==> src/rtl/rr_onehot_arbiter.sv <==
// Round-robin arbiter issuing a registered one-hot grant; request to grant_valid is one cycle.
// grant holds while grant_ready is low; a transfer with pending requests reloads on the same edge.
module rr_onehot_arbiter #(
  parameter int NUM_REQ  = 16,
  parameter int PTR_BITS = 4
) (
  input  logic               clk,
  input  logic               rst,
  input  logic [NUM_REQ-1:0] req,
  input  logic [NUM_REQ-1:0] req_mask,
  output logic [NUM_REQ-1:0] grant,
  output logic               grant_valid,
  input  logic               grant_ready,
  output logic               busy
);

  localparam logic [0:0] ST_IDLE  = 1'b0;
  localparam logic [0:0] ST_GRANT = 1'b1;

  logic [0:0]          state, state_nxt;
  logic [PTR_BITS-1:0] last_ptr, last_ptr_nxt;
  logic [NUM_REQ-1:0]  grant_nxt;
  logic                grant_valid_nxt;

  logic [NUM_REQ-1:0]  ereq;
  logic [PTR_BITS-1:0] grant_idx;
  logic [PTR_BITS-1:0] search_base;
  logic [NUM_REQ-1:0]  hi_mask;
  logic [NUM_REQ-1:0]  hi_req;
  logic [NUM_REQ-1:0]  winner;

  assign ereq = req & req_mask;

  always_comb begin
    grant_idx = '0;
    for (int i = 0; i < NUM_REQ; i++) begin
      if (grant[i]) grant_idx = grant_idx | PTR_BITS'(i);
    end
  end

  // On a transfer the pointer moves to the granted bit in the same cycle, so search from it directly.
  assign search_base = (state == ST_GRANT) ? grant_idx : last_ptr;

  always_comb begin
    hi_mask = '0;
    for (int i = 0; i < NUM_REQ; i++) begin
      hi_mask[i] = (i > int'(search_base));
    end
  end

  // Lowest set bit above the pointer wins; if none, wrap to the lowest set bit overall.
  assign hi_req = ereq & hi_mask;
  assign winner = (hi_req != '0) ? (hi_req & (~hi_req + 1'b1))
                                 : (ereq & (~ereq + 1'b1));

  always_comb begin
    state_nxt       = state;
    last_ptr_nxt    = last_ptr;
    grant_nxt       = grant;
    grant_valid_nxt = grant_valid;
    case (state)
      ST_IDLE: begin
        if (ereq != '0) begin
          grant_nxt       = winner;
          grant_valid_nxt = 1'b1;
          state_nxt       = ST_GRANT;
        end
      end
      ST_GRANT: begin
        if (grant_ready) begin
          last_ptr_nxt = grant_idx;
          if (winner != '0) begin
            grant_nxt = winner;
          end else begin
            grant_nxt       = '0;
            grant_valid_nxt = 1'b0;
            state_nxt       = ST_IDLE;
          end
        end
      end
      default: begin
        grant_nxt       = '0;
        grant_valid_nxt = 1'b0;
        state_nxt       = ST_IDLE;
      end
    endcase
  end

  always_ff @(posedge clk) begin
    if (rst) begin
      state       <= ST_IDLE;
      last_ptr    <= PTR_BITS'(NUM_REQ - 1);
      grant       <= '0;
      grant_valid <= 1'b0;
      busy        <= 1'b0;
    end else begin
      state       <= state_nxt;
      last_ptr    <= last_ptr_nxt;
      grant       <= grant_nxt;
      grant_valid <= grant_valid_nxt;
      busy        <= (state_nxt == ST_GRANT);
    end
  end

  a_onehot0: assert property (@(posedge clk) disable iff (rst) $onehot0(grant));
  a_valid_matches_grant: assert property (@(posedge clk) disable iff (rst) (grant != '0) == grant_valid);
  a_busy_matches_valid: assert property (@(posedge clk) disable iff (rst) busy == grant_valid);

endmodule

==> config.mk <==
export PLATFORM = sky130hd
export DESIGN_NAME = rr_onehot_arbiter
export DESIGN_NICKNAME = d
export VERILOG_FILES = /design/src/rtl/rr_onehot_arbiter.sv
export SDC_FILE = /design/constraint.sdc
export NUM_CORES = 1
export LEC_CHECK = 0
export CORE_MARGIN = 5
export CORE_UTILIZATION = 49
export DETAILED_ROUTE_END_ITERATION = 10
export PLACE_DENSITY = 0.91
export SETUP_SLACK_MARGIN = 0.1
export SKIP_CTS_REPAIR_TIMING = 1
export SKIP_LAST_GASP = 1
export SYNTH_ARGS = -nofsm -noshare
export SYNTH_HDL_FRONTEND = slang
export SYNTH_SLANG_ARGS = --single-unit
==> constraint.sdc <==
create_clock -name clk -period 2.79 [get_ports clk]
set_input_delay 0.558 -clock clk [delete_from_list [all_inputs] [get_ports clk]]
set_output_delay 0.558 -clock clk [all_outputs]
set_load 0.01 [all_outputs]
==> reports/qor.tcl, run 1 <==
set qor(run_status) {finished with violations}
set qor(failed_checks) {DRC, setup timing}
set qor(grt-busiest-layer) {met2}
set qor(drt_pre_antenna_iters) 11
set qor(worst_setup_path_startpoint) {grant[10]}
set qor(synth-compound-area-share) 0.380
set qor(detail_route.wl_per_cell_um) 28.2
set qor(grt_use_met3) 0.0811
set qor(xor_xnor_cell_area_share_of_the_yosys_netlist) 0
set qor(root_buffer) {clkbuf_8}
set qor(main_combinational_cell_family_by_area_after_synthesis) {compound AO/OA/AOI/OAI gates}
set qor(worst_pin_slew_ns) 1.00
set qor(power.sequential.fraction) 0.182
set qor(cts.sink_count) 22
set qor(tritoncts_buffer_count) 3
set qor(pin_count) 53
set qor(die_area_mm2) 0.00554
set qor(share_clk_of_total_power) 0.103
set qor(pwr_density_mw_per_mm2) 626
set qor(clock.fmax_ghz) 0.315
set qor(final_common_cell) {buf_4}
set qor(io_buffer_count) 52
set qor(period_utilization) 1.14
set qor(holdWs_ns) 0.478
set qor(later_pin_clock_latency_in_the_skew_report_ns) 0.27
set qor(cp.buffers_inverters) 1
set qor(clock_tree.buffer_depth) 2
set qor(final.setup.worst_slack_ns) -0.384
set qor(floorplan.initialDensity) 0.509
set qor(slew_headroom) 0.325
set qor(setup_repair_after_global_routing_missed_its_margin) {true}
set qor(gp_routability_congestion) 1.07
set qor(critical_path_required_ns) 2.95
set qor(r2r-start) {grant[10]}
set qor(cp_slowest_stage_delay_ns) 0.83
set qor(yosys-mux-area-fraction) 0.00492
set qor(fin_setup_tns_ns) -2.22
set qor(cp_data_arrival_time_ns) 3.33
set qor(ff2ff_path_depth) 9
set qor(classification_of_the_worst_slack_hold_path) {register to register}
set qor(crit_path_max_fanout) 9
set qor(clk_pin_slew_ns) 0.08
set qor(crit_path_top_delay_cell) {nor4_1}
set qor(final_nets) 439
set qor(distinct_cells_synth) 64
set qor(stdcell_count) 454
set qor(via_total_after_detailed_routing) 3468
set qor(core_area_mm2) 0.00400
set qor(power_report.internal_total_mw) 1.14
set qor(vdd.ir_drop.worst_uv) 388
set qor(gr-usage-all-layers) 0.315
set qor(setup.worst_path.end_class) {register}
set qor(maxCapViolCount) 0
set qor(worstPathCellList) {nor4_4 > buf_4 > nand4_1 > and2_1 > nor4_1 > a2111oi_4 > o311ai_4 > a2111oi_4 > a211oi_1}
set qor(grt_pass1_wl_um) 13600
set qor(area_growth_pct) 75.3
set qor(count_of_unresolved_drc_violations_after_routing) 12
set qor(power_leakage_nw) 1.53
set qor(startpoint_type) {register}
set qor(mostFrequentLayoutCells) {buf_4, nand2_1, clkdlybuf4s50_1}
set qor(half_perimeter_wire_length_after_placement_um) 6520
set qor(final-setup-viol-count) 16
set qor(syn_area_per_cell_um2) 7.48
set qor(via_per_inst) 7.64
set qor(antenna_found_initial) 1
set qor(rows) 23
set qor(setup.worst_path.class) {register to register}
set qor(antenna_left) 0
set qor(slew_violations) 0
set qor(report.final.hold_viol_count) 0
set qor(synth_enable_flop_cells) 0
set qor(drive_gt1_frac) 0.355
set qor(yosys_warnings) 0
set qor(cpLargestDelayFamily) {simple AND/OR/NAND/NOR gates}
set qor(crit_path_depth) 9
set qor(syn-instance-count) 272
set qor(p_sw_mw) 1.10
set qor(r2r-end) {state}
set qor(grt_overflow_total) 0
set qor(grt_pass1_vias) 2959
set qor(combinationalPowerShare) 0.715
set qor(final.min_clock_period_ns) 3.17
set qor(chip_height_um) 74.4
set qor(ys_dominant_reg_cell) {dfxtp_1}
set qor(cts_tree) {done}
set qor(final.setup_skew_ns) 0.00389
set qor(sequential_cell_area_fraction_in_the_yosys_report) 0.216
set qor(clock_tree.htree_level_count) 1
set qor(first_iter_violations) 813
set qor(timing.reg2reg.setup_slack_ns) -0.38
set qor(async_flop_share) 0
set qor(mappedNetlistArea_mm2) 0.00203
set qor(die_width_um) 74.4
set qor(synth_fa_ha_area_frac) 0
set qor(maximum_number_of_pins_on_one_net_before_global_route_repair) 23
set qor(globalRouteMet2Util) 0.532
set qor(switching_share) 0.491
set qor(placed_cells) 433
set qor(postRouteWirelength_um) 12800
set qor(yosys.area_share.simple) 0.359
set qor(global_route_met1_usage) 0.369
set qor(critPathCapture) {state}
set qor(number_of_nets_in_the_synthesized_netlist) 307
set qor(postSynthRegisterBits) 22
set qor(crit_path_most_repeated_cell) {a2111oi_4}
set qor(number_of_fillers_in_the_final_layout) 173
==> Yosys cell counts, types with 3 or more instances <==
cell,number,area share
o31ai_1,3,0.011
nor3_1,6,0.015
o21ai_0,6,0.015
buf_2,5,0.012
a21oi_1,25,0.062
nor2_1,28,0.052
nand3_1,10,0.025
nand2_1,46,0.085
nand4_1,8,0.025
nor4_1,8,0.025
nor4_4,3,0.031
inv_1,5,0.0092
and2_1,9,0.028
a211oi_1,5,0.018
dfxtp_1,22,0.22
a211o_1,3,0.013
a31oi_1,5,0.015
a21o_1,3,0.011
clkbuf_1,3,0.0055
a222oi_1,3,0.015
o211ai_1,8,0.030
==> worst min-delay path by stage <==
stage,end,from,slack [ns],cells after the start
after global placement,grant[0],grant[0],0.45,2
final,grant[0],grant[0],0.48,2
after floorplan,last_ptr[3],last_ptr[3],0.44,1
after CTS,last_ptr[3],last_ptr[3],0.47,1
after global routing,grant[0],grant[0],0.49,2
after detailed placement,last_ptr[3],last_ptr[3],0.46,1
==> through the flow <==
stage	setup WS, ns	power (mW)	area (um2)	util
final	-0.384	2.23	3570	0.892
after global routing	-0.677	2.27	3570	0.892
after CTS	-0.168	1.75	3140	0.784
after detailed placement	-0.375	1.51	3080	0.770
after global placement	-0.294	1.46	3080	0.770
after floorplan	0.269	0.999	2030	-
==> power by group through the flow <==
stage	sequential [mW]	combinational, mW	clock (mW)
floorplan	0.398	0.601	0
global placement	0.393	1.07	0
detailed placement	0.395	1.11	0
CTS	0.389	1.13	0.230
global route	0.407	1.62	0.236
finish	0.406	1.60	0.230
==> worst min-delay path, stage by stage, from the launching register on <==
cell and delay [ns]:
dfxtp_1 0.32, nand2_1 0.05, a21oi_1 0.06
==> area by class of cell <==
type                    count  area [um2]  area share
repair buffers            138        1250       0.350
flip-flops and latches     22         450       0.126
clock buffers               4        55.1      0.0154
diodes                      1        2.50    0.000702
inverters                   5        18.8     0.00526
multi-input cells         234        1730       0.485
well taps                  50        62.6      0.0175
==> metal layers <==
metal  up-vias  wire, um
li1       1332         -
met1      1516      4040
met2       449      5370
met3       171      2060
met4         0      1350
met5         -         0
==> state kept, by name, indices dropped and copies added (netlist names) <==
name / flops
grant: 16
last_ptr: 4
state: 1
grant_valid: 1
==> cell families after synthesis <==
group           after synthesis
compound gates               97
buf+inv                      16
flops                        22
mux                           1
simple gates                136
(Power assumes the default switching activity.)
==> run 2: changes to the inputs <==
Clock period 2.79 ns to 3.5 ns, I/O delays scaled along.
==> run 2 against run 1 <==
Against the previous run:
- setup slack gained 0.67 ns
- core utilization down 21 points
- routed wire length is 42% lower
- register-to-register slack better by 0.77 ns
- clock skew decreased by 0.00072 ns
- highest routed layer unchanged
- via count fell by 25%
- final area shrank 24%
- die area unchanged
- the flow now finishes without violations
- first-iteration DRC count is 51% lower
- sequential power shrank 23%
==> reports/qor.tcl, run 2 (synthesis results as in run 1) <==
set qor(count_of_unresolved_drc_violations_after_routing) 0
set qor(cpLargestDelayFamily) {compound AO/OA/AOI/OAI gates}
set qor(slew_violations) 0
set qor(clock.fmax_ghz) 0.311
set qor(antenna_found_initial) 0
set qor(report.power.total_mw) 1.32
set qor(cp_slowest_stage_delay_ns) 0.57
set qor(clock_tree.htree_level_count) 1
set qor(register_area_um2) 440
set qor(cp_data_arrival_time_ns) 3.39
set qor(critical_path_required_ns) 3.68
set qor(stdcell_count) 378
set qor(largest-register) {grant}
set qor(first_iter_violations) 396
set qor(period_utilization) 0.918
set qor(number_of_fillers_in_the_final_layout) 336
set qor(crit_path_max_fanout) 3
set qor(final.setup_skew_ns) 0.00316
set qor(root_buffer) {clkbuf_8}
set qor(run_status) {finished, final reports clean}
set qor(core_area_mm2) 0.00400
set qor(final.min_clock_period_ns) 3.21
set qor(via_per_inst) 6.85
set qor(insertedDiodeCount) 0
set qor(rows) 23
set qor(vdd.ir_drop.worst_uv) 325
set qor(cp.buffers_inverters) 1
set qor(power_leakage_nw) 0.970
set qor(crit_path_top_delay_cell) {a222oi_1}
set qor(later_pin_clock_latency_in_the_skew_report_ns) 0.28
set qor(floorplan.initialDensity) 0.509
set qor(mostFrequentLayoutCells) {clkdlybuf4s50_1, nand2_1, nor2_1}
set qor(largest_register_ff_count) 16
set qor(io_buffer_count) 52
set qor(postRouteWirelength_um) 7500
set qor(grt_pass1_vias) 2434
set qor(gr-usage-all-layers) 0.276
set qor(classification_of_the_worst_slack_hold_path) {register to register}
set qor(antenna_left) 0
set qor(report.final.hold_viol_count) 0
set qor(setup.worst_path.class) {input pin to register}
set qor(drive_gt1_frac) 0.116
set qor(pin_count) 53
set qor(final-setup-viol-count) 0
set qor(grt_pass1_wl_um) 11900
set qor(gp_routability_congestion) 1.01
set qor(startpoint_type) {input pin}
set qor(maxCapViolCount) 0
set qor(worstPathCellList) {clkdlybuf4s50_1 > a222oi_1 > nand4_1 > or3_4 > a41oi_1 > o211ai_1 > a31oi_1 > nor2_1 > a311oi_1}
set qor(detail_route.wl_per_cell_um) 19.8
set qor(clock_tree.buffer_depth) 2
set qor(drt_pre_antenna_iters) 5
set qor(maximum_number_of_pins_on_one_net_before_global_route_repair) 23
set qor(multi_input_area_mm2) 0.00153
set qor(cts.sink_count) 22
set qor(clk_pin_slew_ns) 0.09
set qor(cts_tree) {done}
set qor(half_perimeter_wire_length_after_placement_um) 5810
set qor(grt_overflow_total) 0
set qor(via_total_after_detailed_routing) 2589
set qor(setup.worst_path.end_class) {register}
set qor(final_nets) 364
set qor(setup_repair_after_global_routing_missed_its_margin) {false}
set qor(die_width_um) 74.4
set qor(chip_height_um) 74.4
set qor(layout_top_registers) {grant: 16 flops, last_ptr: 4 flops}
set qor(final_common_cell) {clkdlybuf4s50_1}
set qor(slew_headroom) 0.355
set qor(placed_cells) 374
set qor(die_area_mm2) 0.00554
set qor(tritoncts_buffer_count) 3
set qor(pwr_density_mw_per_mm2) 483
set qor(area_growth_pct) 34.0
set qor(worst_pin_slew_ns) 0.967
run 2: changes by cell type in the layout (fill, tap and decap cells not counted), sizes merged:
cell / delta
buf: -74
clkbuf: -2
clkdlybuf4s50: +18
diode: -1
bufinv: +1
dlymetal6s2s: -18
run 2: final cells by class:
class / count / area share
repair buffers: 63 / 0.221
clock inverters: 1 / 0.0110
flip-flops and latches: 22 / 0.162
clock buffers: 3 / 0.0151
inverters: 5 / 0.00688
well taps: 50 / 0.0229
multi-input cells: 234 / 0.561
run 2: metrics by stage:
step | hold WS (ns) | util | cell area [um2] | TNS (ns) | worst slack [ns]
after floorplan | 0.436 | - | 2030 | 0 | 0.837
after global placement | 0.456 | 0.659 | 2640 | -0.00332 | -0.00332
after detailed placement | 0.470 | 0.659 | 2640 | -0.0102 | -0.0102
after CTS | 0.483 | 0.677 | 2710 | 0 | 0.234
after global routing | 0.500 | 0.682 | 2730 | 0 | 0.185
final | 0.487 | 0.682 | 2730 | 0 | 0.287
run 2: path summary, 6_finish.rpt:
| path | from | to | slack [ns] | cells past startpoint |
|---|---|---|---|---|
| setup / recovery | req[4] | grant_valid | 0.29 | 9 |
| hold / removal | grant[0] | grant[0] | 0.49 | 2 |
| hold reg to reg | grant[0] | grant[0] | 0.49 | 2 |
| setup reg to reg | state | grant_valid | 0.39 | 9 |
run 2: tightest hold or removal path, stage by stage, from the launching register on:
cell	delay (ns)
dfxtp_1	0.33
nand2_1	0.06
a21oi_1	0.05
run 2: metal layers:
layer / vias up / wire [um] / GRT usage
met4: 0 / 207 / 0.0850
met3: 26 / 777 / 0.0554
met5: - / 0 / 0
li1: 1180 / - / -
met1: 1205 / 2950 / 0.363
met2: 178 / 3560 / 0.454
run 2: power breakdown:
| part | internal (mW) | leakage (nW) | total, mW | switching [mW] |
|---|---|---|---|---|
| combinational | 0.285 | 0.755 | 0.757 | 0.472 |
| clock | 0.153 | 0.0357 | 0.247 | 0.0934 |
| sequential | 0.275 | 0.180 | 0.314 | 0.0392 |
| total | 0.713 | 0.970 | 1.32 | 0.604 |
